## config.mk

```make
export PLATFORM = sky130hd
export DESIGN_NAME = gcd_arbiter
export DESIGN_NICKNAME = d
export VERILOG_FILES = /design/src/rtl/gcd_pkg.sv /design/src/rtl/rr_arbiter.sv /design/src/rtl/gcd_arbiter.sv
export SDC_FILE = /design/constraint.sdc
export NUM_CORES = 1
export LEC_CHECK = 0
export ABC_AREA = 0
export BUFFER_PORTS_ARGS = -buffer_cell sky130_fd_sc_hd__buf_4
export CAP_MARGIN = 20
export CORE_UTILIZATION = 40
export DETAILED_ROUTE_END_ITERATION = 10
export GPL_TIMING_DRIVEN = 0
export HOLD_SLACK_MARGIN = 0.06
export PLACE_DENSITY = 0.67
export SYNTH_ARGS = -nofsm -noshare
export SYNTH_HDL_FRONTEND = slang
export SYNTH_SLANG_ARGS = --single-unit
```

## constraint.sdc

```tcl
create_clock -name clk -period 3.8 [get_ports clk]
set_input_delay 0.19 -clock clk [delete_from_list [all_inputs] [get_ports clk]]
set_output_delay 0.19 -clock clk [all_outputs]
set_load 0.02 [all_outputs]
```

## src/rtl/gcd_pkg.sv

```systemverilog
// Shared types for the gcd arbiter: operand width and the handshake-sequencer state encoding.
package gcd_pkg;

   localparam int GCD_W = 16;

   typedef enum logic [2:0] {
      S_IDLE    = 3'd0,
      S_SEND_A  = 3'd1,
      S_DROP_A  = 3'd2,
      S_SEND_B  = 3'd3,
      S_RELEASE = 3'd4,
      S_RESPOND = 3'd5
   } arb_state_t;

   // gcd(x,0)=x and gcd(0,0)=0 collapse to a plain OR when one side is zero.
   function automatic logic [GCD_W-1:0] zero_pair_result(input logic [GCD_W-1:0] a,
                                                         input logic [GCD_W-1:0] b);
      return a | b;
   endfunction

endpackage

```

## src/rtl/rr_arbiter.sv

```systemverilog
// Combinational round-robin picker: grants the first requester strictly after ptr_i, wrapping.
module rr_arbiter #(
   parameter int N = 4
) (
   input  logic [N-1:0]         req_i,
   input  logic [$clog2(N)-1:0] ptr_i,
   output logic [N-1:0]         gnt_o,
   output logic [$clog2(N)-1:0] idx_o
);

   localparam int IW = $clog2(N);

   logic found;

   always_comb begin
      gnt_o = '0;
      idx_o = '0;
      found = 1'b0;
      for (int i = 1; i <= N; i++) begin
         if (!found && req_i[(int'(ptr_i) + i) % N]) begin
            found                            = 1'b1;
            gnt_o[(int'(ptr_i) + i) % N]     = 1'b1;
            idx_o                            = IW'((int'(ptr_i) + i) % N);
         end
      end
   end

endmodule

```

## src/rtl/gcd_arbiter.sv

```systemverilog
// Shares one serial gcd core between N_CLIENTS req/ack clients with round-robin arbitration.
// Optional build macro GCD_ARB_ZERO_BYPASS_EN answers pairs with a zero operand without the core.
module gcd_arbiter
   import gcd_pkg::*;
#(
   parameter int N_CLIENTS = 4
) (
   input  logic                               clk,
   input  logic                               reset,
   input  logic [N_CLIENTS-1:0]               cli_req,
   input  logic [N_CLIENTS-1:0][GCD_W-1:0]    cli_a,
   input  logic [N_CLIENTS-1:0][GCD_W-1:0]    cli_b,
   output logic [N_CLIENTS-1:0]               cli_ack,
   output logic [GCD_W-1:0]                   cli_c,
   output logic                               gcd_req,
   output logic [GCD_W-1:0]                   gcd_ab,
   input  logic                               gcd_ack,
   input  logic [GCD_W-1:0]                   gcd_c,
   output logic                               busy,
   output logic [$clog2(N_CLIENTS)-1:0]       grant_id
);

   localparam int            IW      = $clog2(N_CLIENTS);
   localparam logic [IW-1:0] PTR_RST = IW'(N_CLIENTS - 1);

   arb_state_t           state_q, state_d;
   logic [IW-1:0]        ptr_q, ptr_d;
   logic [IW-1:0]        grant_q, grant_d;
   logic                 drop_q, drop_d;
   logic [GCD_W-1:0]     a_q, a_d;
   logic [GCD_W-1:0]     b_q, b_d;
   logic [GCD_W-1:0]     res_q, res_d;
   logic [N_CLIENTS-1:0] eligible;
   logic [N_CLIENTS-1:0] arb_gnt;
   logic [IW-1:0]        arb_idx;

   assign eligible = cli_req & ~cli_ack;

   rr_arbiter #(.N(N_CLIENTS)) u_rr (
      .req_i (eligible),
      .ptr_i (ptr_q),
      .gnt_o (arb_gnt),
      .idx_o (arb_idx)
   );

   always_comb begin
      state_d = state_q;
      ptr_d   = ptr_q;
      grant_d = grant_q;
      drop_d  = drop_q;
      a_d     = a_q;
      b_d     = b_q;
      res_d   = res_q;

      // A client that lets go mid-operation forfeits its result; remember it until S_RESPOND.
      if (state_q != S_IDLE && state_q != S_RESPOND)
         drop_d = drop_q | ~cli_req[grant_q];

      case (state_q)
         S_IDLE: begin
            if (|arb_gnt) begin
               grant_d = arb_idx;
               a_d     = cli_a[arb_idx];
               b_d     = cli_b[arb_idx];
               drop_d  = 1'b0;
`ifdef GCD_ARB_ZERO_BYPASS_EN
               if (cli_a[arb_idx] == '0 || cli_b[arb_idx] == '0) begin
                  res_d   = zero_pair_result(cli_a[arb_idx], cli_b[arb_idx]);
                  state_d = S_RESPOND;
               end else begin
                  state_d = S_SEND_A;
               end
`else
               state_d = S_SEND_A;
`endif
            end
         end
         S_SEND_A: if (gcd_ack)  state_d = S_DROP_A;
         S_DROP_A: if (!gcd_ack) state_d = S_SEND_B;
         S_SEND_B: begin
            if (gcd_ack) begin
               res_d   = gcd_c;
               state_d = S_RELEASE;
            end
         end
         S_RELEASE: if (!gcd_ack) state_d = S_RESPOND;
         S_RESPOND: begin
            if (drop_q || !cli_req[grant_q]) begin
               state_d = S_IDLE;
               ptr_d   = grant_q;
               grant_d = '0;
            end
         end
         default: state_d = S_IDLE;
      endcase
   end

   always_ff @(posedge clk or negedge reset) begin
      if (!reset) begin
         state_q <= S_IDLE;
         ptr_q   <= PTR_RST;
         grant_q <= '0;
         drop_q  <= 1'b0;
      end else begin
         state_q <= state_d;
         ptr_q   <= ptr_d;
         grant_q <= grant_d;
         drop_q  <= drop_d;
      end
   end

   // Operand/result holding registers need no reset: every output gates them by state.
   always_ff @(posedge clk) begin
      a_q   <= a_d;
      b_q   <= b_d;
      res_q <= res_d;
   end

   always_comb begin
      busy     = (state_q != S_IDLE);
      grant_id = grant_q;
      gcd_req  = (state_q == S_SEND_A) || (state_q == S_SEND_B);
      case (state_q)
         S_SEND_A, S_DROP_A:  gcd_ab = a_q;
         S_SEND_B, S_RELEASE: gcd_ab = b_q;
         default:             gcd_ab = '0;
      endcase
      cli_ack = '0;
      cli_c   = '0;
      if (state_q == S_RESPOND && !drop_q) begin
         cli_ack[grant_q] = 1'b1;
         cli_c            = res_q;
      end
   end

endmodule
```

==> flow_summary.json <==
{
  "status": "completed",
  "dieHeight_um": 103.2,
  "holdPathStages": 3,
  "min_from": "cli_b[8]",
  "drt_iter0_drc": 157,
  "whs_ps": 232.5,
  "synth_top_cells_by_area": "edfxtp_1 (35%), mux2i_1 (24%), mux2_2 (4.7%)",
  "hold_buffers": 17,
  "clk_pin_slew_ps": 110,
  "critical_path_required_ps": 3830,
  "grt.overflow.total": 0,
  "cts_setup_buffers": 0,
  "antennaDiodeCount": 0,
  "yosysSeqAreaShare_pct": 40.10,
  "vias": 3731,
  "path_cells": "clkbuf_1 -> inv_1 -> ha_1 -> mux2_4 -> mux2_4 -> nor3_4 -> buf_16 -> buf_8",
  "final_hold_viol_count": 0,
  "arrival_ps": 3280,
  "drc_errors": 0,
  "crit_path_top_delay_cell": "dfstp_2",
  "synth-main-ff-cell": "edfxtp_1",
  "clk_latency_ps": 310,
  "path_max_fanout": 16,
  "preCtsSetupSlack_ps": 563.9,
  "synth_nets": 530,
  "synth-seq-cells": 56,
  "worst_pin_slew_ps": 709.9,
  "yosysWarnings": 0,
  "worst_setup_path_start_kind": "flop",
  "routedWlPerCell_um": 16.02,
  "core_um2": 9864,
  "grt_start_max_net_pins": 18,
  "stdcell_count": 719,
  "grt_use_total_pct": 21.69,
  "antenna_found_initial": 0,
  "fin_nets": 745,
  "hold_end": "b_q[8]$_DFFE_PP_",
  "drt-total-wl_um": 11520,
  "layout-drive-gt1-share_pct": 40.61,
  "fin_crit_ps": 3248,
  "syn2layout_area_growth_pct": 45.93,
  "root_buffer": "clkbuf_8",
  "crit_start": "ptr_q[1]$_DFFE_PN1P_",
  "synthArstFlopShare_pct": 14.29,
  "gp_congestion": 0.8074,
  "final_cell_mix": "buf_4 (195), mux2i_1 (100), edfxtp_1 (48)",
  "ant_nets": 0,
  "critPathTopFamily": "buffers and inverters",
  "cts.sinks": 56,
  "placed_cells": 695,
  "synth_edf_count": 48,
  "setup_ws_ps": 551.5,
  "start_util_pct": 41.57,
  "critPathKind": "reg2reg",
  "timing.rr.start": "ptr_q[1]$_DFFE_PN1P_",
  "synth_top_area_share_pct": 35.15,
  "nFillCells": 816,
  "power_density_nw_per_um2": 819.8,
  "slew_violations": 0,
  "port_buffers": 189,
  "hold_class": "in2reg",
  "setup_viol": 0,
  "grt_pass1_vias": 3577,
  "synth_cells": 371,
  "cts_tree": "built",
  "numCtsBuffers": 5,
  "die_x_um": 103.2,
  "fin_crit_sh_pct": 85.49,
  "fmax_mhz": 307.8,
  "maxCapViolations": 0,
  "worst_r2r_path_depth": 8,
  "r2r_end": "b_q[2]$_DFFE_PP_",
  "slew-limit-headroom_pct": 52.67,
  "finalPower_uw": 4905,
  "cp-end-kind": "flop",
  "fin_tns_setup_ps": 0,
  "hpwl_um": 8819,
  "cp_common_cell": "mux2_4",
  "max_stage_delay_ps": 590,
  "cellLeakagePower_uw": 0.002772,
  "reg2reg_slack_ps": 550,
  "synth_top_cell_by_area": "edfxtp_1",
  "grt_setup_unrepaired": "false",
  "first_pass_iters": 4,
  "grt_pass1_wl_um": 17510,
  "mostFrequentLayoutCell": "buf_4",
  "syn_avg_cell_area_um2": 11.05,
  "max-vdd-ir-drop_v": 0.0003814,
  "die-area_um2": 10660,
  "clock_skew_ps": 9.600,
  "cts_resized": 0,
  "ys_types": 50,
  "top_level_ports": 191,
  "cts.path.max_buffers": 2,
  "vias_per_cell": 5.189,
  "ctsHtreeMaxLevel": 2,
  "rows": 36,
  "syn-cell-area_um2": 4100,
  "worst-path-buf-inv": 4
}
[synthesized netlist by cell type (4+ instances only)]
| cell type | number |
|---|---|
| mux2_2 | 17 |
| nand3_1 | 4 |
| inv_1 | 5 |
| ha_1 | 8 |
| nor2b_1 | 7 |
| nand2_1 | 28 |
| a22oi_1 | 17 |
| mux2_4 | 4 |
| mux2i_1 | 100 |
| clkbuf_1 | 14 |
| and2_1 | 19 |
| o21ai_0 | 22 |
| dfrtp_1 | 6 |
| nor2_1 | 10 |
| buf_6 | 4 |
| a21oi_1 | 5 |
| buf_4 | 6 |
| edfxtp_1 | 48 |
[logic make-up after synthesis]
family / count (synthesis) / share of synthesized area (%)
adder cells (fa/ha/maj): 8 / 2.441
buffers and inverters: 33 / 4.364
AO/OA/AOI/OAI: 61 / 9.705
flip-flops: 56 / 40.10
AND/OR/NAND/NOR: 87 / 11.38
XOR/XNOR: 3 / 0.6409
multiplexers: 123 / 31.37
[final cells by class]
class	count	area, um2	area share [%]
repair buffers	208	1632	27.27
clock inverters	2	16.27	0.2719
plain buffers	28	160.2	2.677
flip-flops and latches	56	1644	27.48
well taps	133	166.4	2.781
clock buffers	5	68.82	1.150
multi-input cells	282	2277	38.06
inverters	5	18.77	0.3137
[worst max-delay path by stage]
stage	to	depth (start not counted)	slack, ps
2_1_floorplan	grant_id[0]$_DFFE_PN0P_	7	550
3_3_place_gp	grant_id[0]$_DFFE_PN0P_	7	30
3_5_place_dp	a_q[2]$_DFFE_PP_	8	560
4_1_cts	a_q[2]$_DFFE_PP_	8	540
5_1_grt	a_q[2]$_DFFE_PP_	8	340
6_report	b_q[2]$_DFFE_PP_	8	550
[per-layer routing]
layer | up-vias | global-route usage [%] | part of all wire, %
met4 | 0 | 5.742 | 1.4
met5 | - | 0 | 0
met3 | 10 | 4.234 | 6.7
li1 | 1818 | - | -
met1 | 1743 | 26.33 | 40
met2 | 160 | 39.28 | 51
[report_power, final]
part | leakage [uW] | switching, uW | internal [uW] | total, uW
logic | 0.00219 | 1770 | 1550 | 3310
registers | 0.000537 | 165 | 1100 | 1260
clock network | 0.0000406 | 200 | 129 | 329
total | 0.00277 | 2130 | 2770 | 4910
[through the flow]
stage	util [%]	cell area (um2)
after floorplan	-	4100
after global placement	57.64	5685
after detailed placement	58.07	5728
after CTS	60.65	5983
after global routing	60.65	5983
final	60.65	5983
[flip-flops by register name, summed over array words and instances (netlist names)]
name,count
ptr_q,2
res_q,16
drop_q,1
b_q,16
a_q,16
state_q,3
grant_id,2
[worst register-to-register path: stages, from the launching register on]
cell      delay, ps
dfstp_2         590
clkbuf_1        310
inv_1           180
ha_1            360
mux2_4          340
mux2_4          330
nor3_4          470
buf_16          220
buf_8           170
(Power assumes the default switching activity.)
